$ cat src/rtl/core_seq_pkg.sv
// Shared types for the multi-cycle core sequencer: FSM state and trap cause encodings.
// Also provides small state-classification helpers used by the top and the bench-facing debug port.
package core_seq_pkg;

  typedef enum logic [2:0] {
    IDLE      = 3'd0,
    FETCH     = 3'd1,
    DECODE    = 3'd2,
    EXECUTE   = 3'd3,
    MEM       = 3'd4,
    WRITEBACK = 3'd5,
    TRAP      = 3'd6
  } seq_state_t;

  typedef enum logic [1:0] {
    NONE         = 2'd0,
    ILLEGAL      = 2'd1,
    IMEM_TIMEOUT = 2'd2,
    DMEM_TIMEOUT = 2'd3
  } trap_cause_t;

  // States in which a memory request is outstanding and the timeout runs.
  function automatic logic is_wait_state(input seq_state_t s);
    return (s == FETCH) || (s == MEM);
  endfunction

  // States that count as the core doing work (excludes parked and trapped).
  function automatic logic is_active_state(input seq_state_t s);
    return (s != IDLE) && (s != TRAP);
  endfunction

endpackage

$ cat src/rtl/core_sequencer_seq_timeout.sv
// Request timeout counter shared by FETCH and MEM: counts cycles without ack while enabled.
// o_expired is asserted in the last allowed cycle only if no ack arrives in that same cycle.
module seq_timeout #(
  parameter int TIMEOUT_CYCLES = 16
) (
  input  logic i_clk,
  input  logic i_rst_n,
  input  logic i_clear,
  input  logic i_enable,
  input  logic i_ack,
  output logic o_expired
);

  localparam int CNT_W = (TIMEOUT_CYCLES > 1) ? $clog2(TIMEOUT_CYCLES) : 1;
  localparam logic [CNT_W-1:0] LAST = CNT_W'(TIMEOUT_CYCLES - 1);

  logic [CNT_W-1:0] r_count;
  logic             w_stall;

  assign w_stall   = i_enable && !i_ack;
  assign o_expired = w_stall && (r_count == LAST);

  // The count holds at LAST; the expiry moves the FSM out of the wait state.
  always_ff @(posedge i_clk or negedge i_rst_n) begin
    if (!i_rst_n) begin
      r_count <= '0;
    end else if (i_clear) begin
      r_count <= '0;
    end else if (w_stall && (r_count != LAST)) begin
      r_count <= r_count + CNT_W'(1);
    end
  end

endmodule

$ cat src/rtl/core_sequencer.sv
// Multi-cycle control FSM for the single-issue core: fetch, decode, execute, memory, writeback.
// Optional performance counters (cycle_count, instret_count) are enabled by defining CORE_SEQ_PERF_EN.
module core_sequencer
  import core_seq_pkg::*;
#(
  parameter int TIMEOUT_CYCLES = 16
) (
  input  logic       clk,
  input  logic       rst,
  input  logic       run,
  input  logic       trap_clear,
  output logic       imem_req,
  input  logic       imem_ack,
  output logic       ir_load,
  input  logic       dec_is_mem,
  input  logic       dec_writes_rd,
  input  logic       dec_illegal,
  input  logic [4:0] dec_rd,
  output logic       dmem_req,
  input  logic       dmem_ack,
  output logic       rf_read_en,
  output logic       rf_write_en,
  output logic       pc_advance,
  output logic       retire,
  output logic       trap,
  output logic [2:0] dbg_state,
  output logic [1:0] trap_cause
`ifdef CORE_SEQ_PERF_EN
  ,
  output logic [31:0] cycle_count,
  output logic [31:0] instret_count
`endif
);

  // Handshake: imem_req/dmem_req are levels held from entry to FETCH/MEM until the
  // cycle the matching ack is sampled high; an ack seen while its req is low is ignored.

  seq_state_t  r_state;
  seq_state_t  w_next_state;
  trap_cause_t r_cause;
  trap_cause_t w_next_cause;
  logic        r_is_mem;
  logic        r_writes_rd;
  logic [4:0]  r_rd;

  logic w_retire;
  logic w_ack;
  logic w_to_enable;
  logic w_to_clear;
  logic w_expired;

  assign w_to_enable = is_wait_state(r_state);
  assign w_ack       = ((r_state == FETCH) && imem_ack) || ((r_state == MEM) && dmem_ack);
  // Clearing on ack as well means a MEM->FETCH retire starts the next fetch from zero.
  assign w_to_clear  = !w_to_enable || w_ack;

  seq_timeout #(
    .TIMEOUT_CYCLES(TIMEOUT_CYCLES)
  ) u_timeout (
    .i_clk    (clk),
    .i_rst_n  (rst),
    .i_clear  (w_to_clear),
    .i_enable (w_to_enable),
    .i_ack    (w_ack),
    .o_expired(w_expired)
  );

  always_ff @(posedge clk or negedge rst) begin
    if (!rst) begin
      r_state <= IDLE;
      r_cause <= NONE;
    end else begin
      r_state <= w_next_state;
      r_cause <= w_next_cause;
    end
  end

  always_ff @(posedge clk or negedge rst) begin
    if (!rst) begin
      r_is_mem    <= 1'b0;
      r_writes_rd <= 1'b0;
      r_rd        <= 5'd0;
    end else if (r_state == DECODE) begin
      r_is_mem    <= dec_is_mem;
      r_writes_rd <= dec_writes_rd;
      r_rd        <= dec_rd;
    end
  end

  always_comb begin
    w_next_state = r_state;
    w_next_cause = r_cause;
    w_retire     = 1'b0;
    imem_req     = 1'b0;
    ir_load      = 1'b0;
    dmem_req     = 1'b0;
    rf_read_en   = 1'b0;
    rf_write_en  = 1'b0;
    pc_advance   = 1'b0;
    retire       = 1'b0;
    trap         = 1'b0;

    case (r_state)
      IDLE: begin
        if (run) w_next_state = FETCH;
      end
      FETCH: begin
        imem_req = 1'b1;
        if (imem_ack) begin
          ir_load      = 1'b1;
          w_next_state = DECODE;
        end else if (w_expired) begin
          w_next_state = TRAP;
          w_next_cause = IMEM_TIMEOUT;
        end
      end
      DECODE: begin
        rf_read_en = 1'b1;
        if (dec_illegal) begin
          w_next_state = TRAP;
          w_next_cause = ILLEGAL;
        end else begin
          w_next_state = EXECUTE;
        end
      end
      EXECUTE: begin
        if (r_is_mem)         w_next_state = MEM;
        else if (r_writes_rd) w_next_state = WRITEBACK;
        else                  w_retire     = 1'b1;
      end
      MEM: begin
        dmem_req = 1'b1;
        if (dmem_ack) begin
          if (r_writes_rd) w_next_state = WRITEBACK;
          else             w_retire     = 1'b1;
        end else if (w_expired) begin
          w_next_state = TRAP;
          w_next_cause = DMEM_TIMEOUT;
        end
      end
      WRITEBACK: begin
        // x0 is hardwired to zero, so a write to it is suppressed but the op still retires.
        rf_write_en = (r_rd != 5'd0);
        w_retire    = 1'b1;
      end
      TRAP: begin
        trap = 1'b1;
        if (trap_clear) begin
          w_next_state = IDLE;
          w_next_cause = NONE;
        end
      end
      default: begin
        w_next_state = IDLE;
        w_next_cause = NONE;
      end
    endcase

    if (w_retire) begin
      pc_advance   = 1'b1;
      retire       = 1'b1;
      w_next_state = run ? FETCH : IDLE;
    end
  end

  assign dbg_state  = r_state;
  assign trap_cause = r_cause;

`ifdef CORE_SEQ_PERF_EN
  logic [31:0] r_cycle_count;
  logic [31:0] r_instret_count;

  always_ff @(posedge clk or negedge rst) begin
    if (!rst) begin
      r_cycle_count   <= 32'd0;
      r_instret_count <= 32'd0;
    end else begin
      if (is_active_state(r_state)) r_cycle_count   <= r_cycle_count + 32'd1;
      if (w_retire)                 r_instret_count <= r_instret_count + 32'd1;
    end
  end

  assign cycle_count   = r_cycle_count;
  assign instret_count = r_instret_count;
`endif

  a_one_req: assert property (@(posedge clk) disable iff (!rst) !(imem_req && dmem_req));
  a_retire_pc: assert property (@(posedge clk) disable iff (!rst) retire == pc_advance);
  a_trap_quiet: assert property (@(posedge clk) disable iff (!rst)
    trap |-> !(imem_req || dmem_req || rf_read_en || rf_write_en || retire));

endmodule

$ cat config.mk
export PLATFORM = sky130hd
export DESIGN_NAME = core_sequencer
export DESIGN_NICKNAME = d
export VERILOG_FILES = /design/src/rtl/core_seq_pkg.sv /design/src/rtl/core_sequencer_seq_timeout.sv /design/src/rtl/core_sequencer.sv
export SDC_FILE = /design/constraint.sdc
export NUM_CORES = 1
export LEC_CHECK = 0
export BUFFER_PORTS_ARGS = -buffer_cell sky130_fd_sc_hd__buf_2
export CAP_MARGIN = 0
export CORE_ASPECT_RATIO = 0.5
export CORE_UTILIZATION = 31
export CTS_CLUSTER_DIAMETER = 100
export DETAILED_ROUTE_END_ITERATION = 8
export PLACE_DENSITY_LB_ADDON = 0.12
export SYNTH_ARGS = -nofsm -noshare
export SYNTH_HDL_FRONTEND = slang
export SYNTH_SLANG_ARGS = --single-unit
$ cat constraint.sdc
create_clock -name clk -period 2.55 [get_ports clk]
set_input_delay 0.255 -clock clk [delete_from_list [all_inputs] [get_ports clk]]
set_output_delay 0.255 -clock clk [all_outputs]
set_load 0.1 [all_outputs]
==> impl_metrics.yaml, run 1 <==
yosys:
  postSynthCellCount: 100
  avgSynthCellArea_um2: 9.697
  synthArstFlopShare: 1.000
  synth_top_area_share: 0.4129
  synth_top_area_cell: "dfrtp_1"
  yosysWarnings: 0
  yosys-top-cells-area: "dfrtp_1 (41%), mux2_2 (8.1%), a21oi_1 (3.6%), o21ai_0 (3.1%), nor2_1 (3.1%)"
  synth-seq-area-share: 0.4129
  synth_nets: 115
  synth_most_common_cell: "dfrtp_1"
  synth_commonest_cells: "dfrtp_1 (16), nor2_1 (8), a21oi_1 (7), mux2_2 (7), o21ai_0 (6)"
  synth_edf_count: 0
  ys_ff_latch: 16
  synth_cell_types: 41
  synth_flop_cell: "dfrtp_1"
  synth_area_um2: 969.7
place:
  place_inst: 156
  dpl-instance-area_um2: 1151
  dp_slack_ps: 640.4
  dp_hpwl_mm: 1.553
  place.gp.congestion: 0.6968
  portBuffers: 26
finish:
  drive_gt1_frac: 0.4113
  final_nets: 140
  stdcell_count: 161
  utilization: 0.4372
  fin_area_um2: 1216
  fillers: 275
  multi_input_area_um2: 550.5
  syn_to_final_growth_pct: 25.42
  ff_latch_area_um2: 409.1
  num_antenna_cells: 0
clocking:
  clk_latency_ps: 250
  clock_path_buffers: 2
  postCtsHoldBufs: 1
  cts_resized: 0
  postCtsSetupRepairBufs: 0
  cts_tree: "built"
  numCtsBuffers: 3
  cts_root_buffer: "clkbuf_8"
  clk_pin_slew_worst_paths_ps: 60
  clock_sinks: 16
  cts_max_level: 1
route:
  drt_iter0_markers: 16
  viasPerCell: 5.062
  via_count: 815
  drc: 0
  ant_nets: 0
  drtPass1Iterations: 4
  wl_per_cell_um: 12.99
  drt-total-wl_mm: 2.092
min_path:
  holdCritPathClass: "primary input to register"
  min_path_cells: 2
power:
  p_total_mw: 1.694
  vdd_drop_max_mv: 0.8353
  power_leakage_nw: 0.5295
  power_per_cell_area_nw_per_um2: 1393
sta:
  whs_ps: 232.4
  max_slew_margin: 0.6765
  finalSetupTns_ps: 0
  rsz0062_at_grt: "false"
  fmax_mhz: 460.1
  finClkSkew_ps: 1.808
  slew_viol_final: 0
  setup_slack_ps: 376.5
  period_share: 0.8524
  tightest_slew_ps: 488.7
  hold_viol: 0
  min_period_ps: 2174
  setup_viol: 0
global_route:
  grt_pass1_wl_mm: 3.360
  grt_pass1_vias: 695
  antenna_found_initial: 0
  grt_overflow_total: 0
  grt_use_total: 0.1307
  grt_max_degree: 23
worst_setup_path:
  worst_setup_path_end_kind: "output port"
  reg2regPathDepth: 5
  cp_slowest_cell: "dfrtp_4"
  cp.required_ps: 2300
  cp.depth: 4
  path_class: "register to output port"
  crit_family: "simple AND/OR/NAND/NOR gates"
  arrival_ps: 1920
  critical-path-max-stage-delay_ps: 580
  critPathBufInv: 2
  crit_fanout: 22
  start_kind: "register"
  path_cells: "or3b_1 > clkinvlp_4 > and2_2 > buf_2"
die:
  die_w_um: 81.10
  io_pins: 27
  fp-row-count: 13
  core-area_um2: 2781
  die_area_um2: 3369
  start_util: 0.3486
  die_y_um: 41.55
job:
  cap_violations: 0
outcome:
  status: "finished, final reports clean"
## per-layer routing
layer | routed length, um | track usage
met4 | 10 | 0.03214
met1 | 1136 | 0.2044
met2 | 859 | 0.1697
met3 | 85 | 0.03956
met5 | 0 | 0
## logic make-up (layout without fill, tap and decap cells)
family / Yosys count / in the layout / share of synthesized area
flops: 16 / 16 / 0.4129
simple gates: 35 / 35 / 0.1987
buf+inv: 10 / 34 / 0.05935
xor+xnor: 1 / 1 / 0.009034
fa+ha+maj: 2 / 2 / 0.02322
mux: 7 / 7 / 0.08129
compound gates: 29 / 29 / 0.2155
## cell usage in the layout (no fill, tap or decap), drive strengths merged, types with 2 or more instances in the layout
cell     instances
clkbuf           4
nor2b            3
a21oi            7
mux2             7
dfrtp           16
o311ai           2
nand2            5
nor2             8
inv              2
buf             26
o21ai            7
nor3             5
a2bb2oi          2
nand3            2
nand3b           2
or3              2
nor3b            4
## flip-flops by register name (all words and copies together) (netlist names)
name	cells
r_rd	5
u_timeout.r_count	4
dbg_state	3
trap_cause	2
r_is_mem	1
r_writes_rd	1
## worst paths after layout
kind                                        endpoint            startpoint  slack [ps]
worst min register to register               r_rd[3]               r_rd[3]         510
worst max-delay path                         ir_load          dbg_state[1]         380
worst max register to register         trap_cause[0]  u_timeout.r_count[0]         800
worst min-delay path                         r_rd[2]             dec_rd[2]         230
max in group asynchronous               dbg_state[0]                   rst        1810
min in group asynchronous       u_timeout.r_count[2]                   rst         450
## report_power, final
part | internal [mW] | switching [mW] | leakage (nW)
Clock | 0.137 | 0.0834 | 0.0288
Combinational | 0.271 | 0.671 | 0.302
Sequential | 0.358 | 0.173 | 0.199
Total | 0.766 | 0.928 | 0.530
## area by class of cell
class	count	area share
clock buffers	4	0.04527
inverters	3	0.01235
multi-input cells	74	0.4527
flip-flops and latches	16	0.3364
well taps	37	0.03807
repair buffers	27	0.1152
Note: power is estimated with default switching activity, not from simulation.
==> run 2, diff against run 1 <==
--- a/config.mk
+++ b/config.mk
@@ -12,6 +12,7 @@
 export CTS_CLUSTER_DIAMETER = 100
 export DETAILED_ROUTE_END_ITERATION = 8
 export PLACE_DENSITY_LB_ADDON = 0.12
+export REMOVE_ABC_BUFFERS = 1
 export SYNTH_ARGS = -nofsm -noshare
 export SYNTH_HDL_FRONTEND = slang
 export SYNTH_SLANG_ARGS = --single-unit
==> run 2 against run 1 <==
Total power down 3.5%. Clock power up 2%. Critical path type unchanged. Global-route usage up 0.55 points. Largest power group unchanged. Final cell count up 0.62%. Register-to-register slack better by 20 ps. Largest cell class unchanged. Sequential power down 6.0%.
==> impl_metrics.yaml, run 2 (synthesis results as in run 1) <==
global_route:
  grt_max_degree: 23
  grt_use_total: 0.1362
  antenna_found_initial: 0
  grt_pass1_vias: 763
  grt_overflow_total: 0
  grt_pass1_wl_mm: 3.484
power:
  vdd_drop_max_mv: 0.5129
  p_total_mw: 1.635
  power_leakage_nw: 0.5404
  power_per_cell_area_nw_per_um2: 1394
worst_setup_path:
  reg2regPathDepth: 4
  cp.required_ps: 2300
  path_class: "register to output port"
  arrival_ps: 1970
  start_kind: "register"
  worst_setup_path_end_kind: "output port"
  crit_fanout: 20
sta:
  finalSetupTns_ps: 0
  whs_ps: 236.3
  setup_viol: 0
  rsz0062_at_grt: "false"
  tightest_slew_ps: 567.4
  max_slew_margin: 0.6218
  finClkSkew_ps: 0.8719
  setup_slack_ps: 323.4
  slew_viol_final: 0
  period_share: 0.8732
  hold_viol: 0
  fmax_mhz: 449.1
  min_period_ps: 2227
route:
  drt-total-wl_mm: 2.046
  ant_nets: 0
  met2_length_um: 896
  dr.max_layer_used: "met3"
  via_count: 800
  wl_met1_mm: 1.062
  dr_wl_met3_um: 87
  drc: 0
  viasPerCell: 4.938
  drt_iter0_markers: 52
  wl_per_cell_um: 12.63
  drtPass1Iterations: 4
clocking:
  numCtsBuffers: 3
  cts_max_level: 1
  clk_latency_ps: 250
  clk_pin_slew_worst_paths_ps: 60
  clock_path_buffers: 2
  cts_resized: 0
  postCtsHoldBufs: 1
  postCtsSetupRepairBufs: 0
  cts_root_buffer: "clkbuf_8"
  cts_tree: "built"
  clock_sinks: 16
finish:
  final_common_cell: "buf_2"
  stdcell_count: 162
  num_antenna_cells: 0
  final_nets: 141
  utilization: 0.4215
  fin_area_um2: 1172
  final_cell_mix: "buf_2 (26), dfrtp_1 (16), nor2_1 (8)"
  syn_to_final_growth_pct: 20.90
  fillers: 289
  drive_gt1_frac: 0.3440
  top_register: "r_rd"
  largest_register_ffs: 5
min_path:
  min_path_cells: 2
  holdCritPathClass: "primary input to register"
die:
  fp-row-count: 13
  core-area_um2: 2781
  die_area_um2: 3369
  start_util: 0.3486
  die_w_um: 81.10
  io_pins: 27
  die_y_um: 41.55
outcome:
  status: "finished, final reports clean"
place:
  dp_hpwl_mm: 1.506
  dpl-instance-area_um2: 1107
  place.gp.congestion: 0.7461
  dp_slack_ps: 588.3
  place_inst: 157
  portBuffers: 26
job:
  cap_violations: 0
==> run 2: where the power goes <==
group          internal (mW)  switching, mW  total, mW  leakage (nW)
Sequential             0.348          0.151      0.499         0.203
Combinational          0.256          0.654      0.911         0.309
Clock                  0.137         0.0883      0.225        0.0288
==> run 2: path summary, 6_finish.rpt <==
path | startpoint | end | slack [ps]
worst max-delay path | dbg_state[0] | ir_load | 320
worst min register to register | r_rd[0] | r_rd[0] | 510
min in group asynchronous | rst | trap_cause[1] | 450
worst max register to register | dbg_state[2] | dbg_state[1] | 820
worst min-delay path | dec_rd[2] | r_rd[2] | 240
max in group asynchronous | rst | dbg_state[0] | 1840
==> run 2: area by class of cell <==
class                      count  area [um2]  share of cell area
clock buffer                   4       55.05             0.04696
inverter                       3       11.26            0.009605
sequential                    16       400.4              0.3415
timing repair buffer          28       147.6              0.1259
tap                           37       46.29             0.03949
multi-input combinational     74       511.7              0.4365
==> run 2: routing by layer <==
metal  vias to the layer above  GRT usage
met2                        14     0.1966
met1                       369     0.1913
met5                         -          0
li1                        417          -
met3                         0    0.05714
met4                         0    0.02143
==> run 2: worst max-delay path: stages (launching register included) <==
cell	delay [ps]
dfrtp_1	670
or3b_1	450
inv_1	80
and2_1	110
buf_2	410
==> run 3, diff against run 2 <==
--- a/config.mk
+++ b/config.mk
@@ -12,6 +12,7 @@
 export CTS_CLUSTER_DIAMETER = 100
 export DETAILED_ROUTE_END_ITERATION = 8
 export PLACE_DENSITY_LB_ADDON = 0.12
+export RECOVER_POWER = 50
 export REMOVE_ABC_BUFFERS = 1
 export SYNTH_ARGS = -nofsm -noshare
 export SYNTH_HDL_FRONTEND = slang
==> run 3 against run 2 <==
Sequential power hardly changed. Clock-buffer cell count stayed put. Fmax is 1.1% higher. Sequential share of layout area is 0.44 points higher. First-iteration DRC count is 1.9% higher. Via count is 0.63% higher. Total power is 0.73% lower. Routed wire length hardly changed. Clock skew hardly changed.
==> impl_metrics.yaml, run 3 (synthesis results as in run 1) <==
finish:
  utilization: 0.4161
  drive_gt1_frac: 0.3040
  final_cell_mix: "buf_2 (23), dfrtp_1 (16), nor2_1 (8)"
  top_register: "r_rd"
  fillers: 292
  final_common_cell: "buf_2"
  syn_to_final_growth_pct: 19.35
  final_nets: 141
  num_antenna_cells: 0
  stdcell_count: 162
  fin_area_um2: 1157
  largest_register_ffs: 5
place:
  dpl-instance-area_um2: 1107
  place_inst: 157
  portBuffers: 26
  dp_hpwl_mm: 1.506
  place.gp.congestion: 0.7461
route:
  via_count: 805
  ant_nets: 0
  drtPass1Iterations: 4
  viasPerCell: 4.969
  drt-total-wl_mm: 2.045
  drc: 0
  drt_iter0_markers: 53
  wl_per_cell_um: 12.62
clocking:
  cts_root_buffer: "clkbuf_8"
  cts_tree: "built"
  clock_sinks: 16
  numCtsBuffers: 3
  clock_path_buffers: 2
  clk_pin_slew_worst_paths_ps: 60
  cts_max_level: 1
  clk_latency_ps: 250
  postCtsSetupRepairBufs: 0
sta:
  fmax_mhz: 454.0
  rsz0062_at_grt: "false"
  period_share: 0.8638
  tightest_slew_ps: 1160
  finClkSkew_ps: 0.9573
  slew_viol_final: 0
  max_slew_margin: 0.2297
  setup_viol: 0
  whs_ps: 236.5
  hold_viol: 0
  min_period_ps: 2203
  finalSetupTns_ps: 0
worst_setup_path:
  crit_family: "flip-flops"
  crit_fanout: 20
  critPathBufInv: 2
  path_class: "register to output port"
  cp.required_ps: 2300
  path_cells: "or3b_1 > inv_1 > and2_1 > buf_2"
  cp_slowest_cell: "dfrtp_1"
  worstSetupStartpoint: "dbg_state[0]"
  arrival_ps: 1950
  start_kind: "register"
  regToRegStartpoint: "dbg_state[1]"
  worst_setup_path_end_kind: "output port"
  critical-path-max-stage-delay_ps: 650
die:
  start_util: 0.3486
  io_pins: 27
  die_y_um: 41.55
  core-area_um2: 2781
  die_area_um2: 3369
  die_w_um: 81.10
  fp-row-count: 13
outcome:
  status: "finished, final reports clean"
power:
  power_leakage_nw: 0.5274
  vdd_drop_max_mv: 0.5124
  power_per_cell_area_nw_per_um2: 1402
global_route:
  grt_use_total: 0.1362
  antenna_found_initial: 0
  grt_pass1_wl_mm: 3.484
  grt_overflow_total: 0
  grt_pass1_vias: 763
  grt_max_degree: 23
min_path:
  holdCritPathClass: "primary input to register"
  min_from: "dec_rd[2]"
job:
  cap_violations: 0
-- run 3: changes by cell type in the layout (fill, tap and decap cells not counted) --
cell / previous run / this run
clkbuf_1: 0 / 3
a2bb2oi_1: 1 / 2
a2bb2oi_2: 1 / 0
buf_2: 26 / 23
nor3b_1: 3 / 4
nor3b_2: 1 / 0
-- run 3: layout make-up --
| class | count | area (um2) | share of cell area |
|---|---|---|---|
| Multi-Input combinational cell | 74 | 500.5 | 0.4324 |
| Inverter | 3 | 11.26 | 0.009730 |
| Clock buffer | 4 | 55.05 | 0.04757 |
| Sequential cell | 16 | 400.4 | 0.3459 |
| Timing Repair Buffer | 28 | 143.9 | 0.1243 |
| Tap cell | 37 | 46.29 | 0.04000 |
-- run 3: where the power goes --
part / internal [mW] / switching [mW]
Clock: 0.137 / 0.0876
Sequential: 0.348 / 0.149
Combinational: 0.249 / 0.653
Total: 0.733 / 0.889
-- run 3: worst reg2reg max path, stage by stage, from the launching register on --
cell and delay [ps]:
dfrtp_1 710, or3b_1 240, a2bb2oi_1 490, o22a_1 260
o21ai_2 50
-- run 3: through the flow --
step	setup slack [ps]	power [mW]
5_1_grt	203.7	1.728
3_3_place_gp	599.8	1.417
4_1_cts	314.0	1.652
3_5_place_dp	588.3	1.421
2_1_floorplan	-3590	1.253
6_report	347.4	1.623
-- run 3: layer usage --
| metal | up-vias | GRT usage | part of all wire |
|---|---|---|---|
| li1 | 416 | - | - |
| met1 | 373 | 0.1913 | 0.52 |
| met2 | 16 | 0.1966 | 0.44 |
| met3 | 0 | 0.05714 | 0.045 |
| met4 | 0 | 0.02143 | 0 |
| met5 | - | 0 | 0 |
-- run 3: what timing repair did --
item                                   4_1_cts  5_1_grt
hold buffers                                 1        0
resized for setup                            0        0
endpoints found under the hold margin       16        0
-- run 3: final timing paths --
check                                end  slack (ps)  cells after the start
max                              ir_load         350                      4
min                              r_rd[2]         240                      2
max in group asynchronous   dbg_state[0]        1370                      2
max reg2reg                 dbg_state[1]         690                      4
min in group asynchronous  trap_cause[1]         640                      2
min reg2reg                      r_rd[0]         510                      1
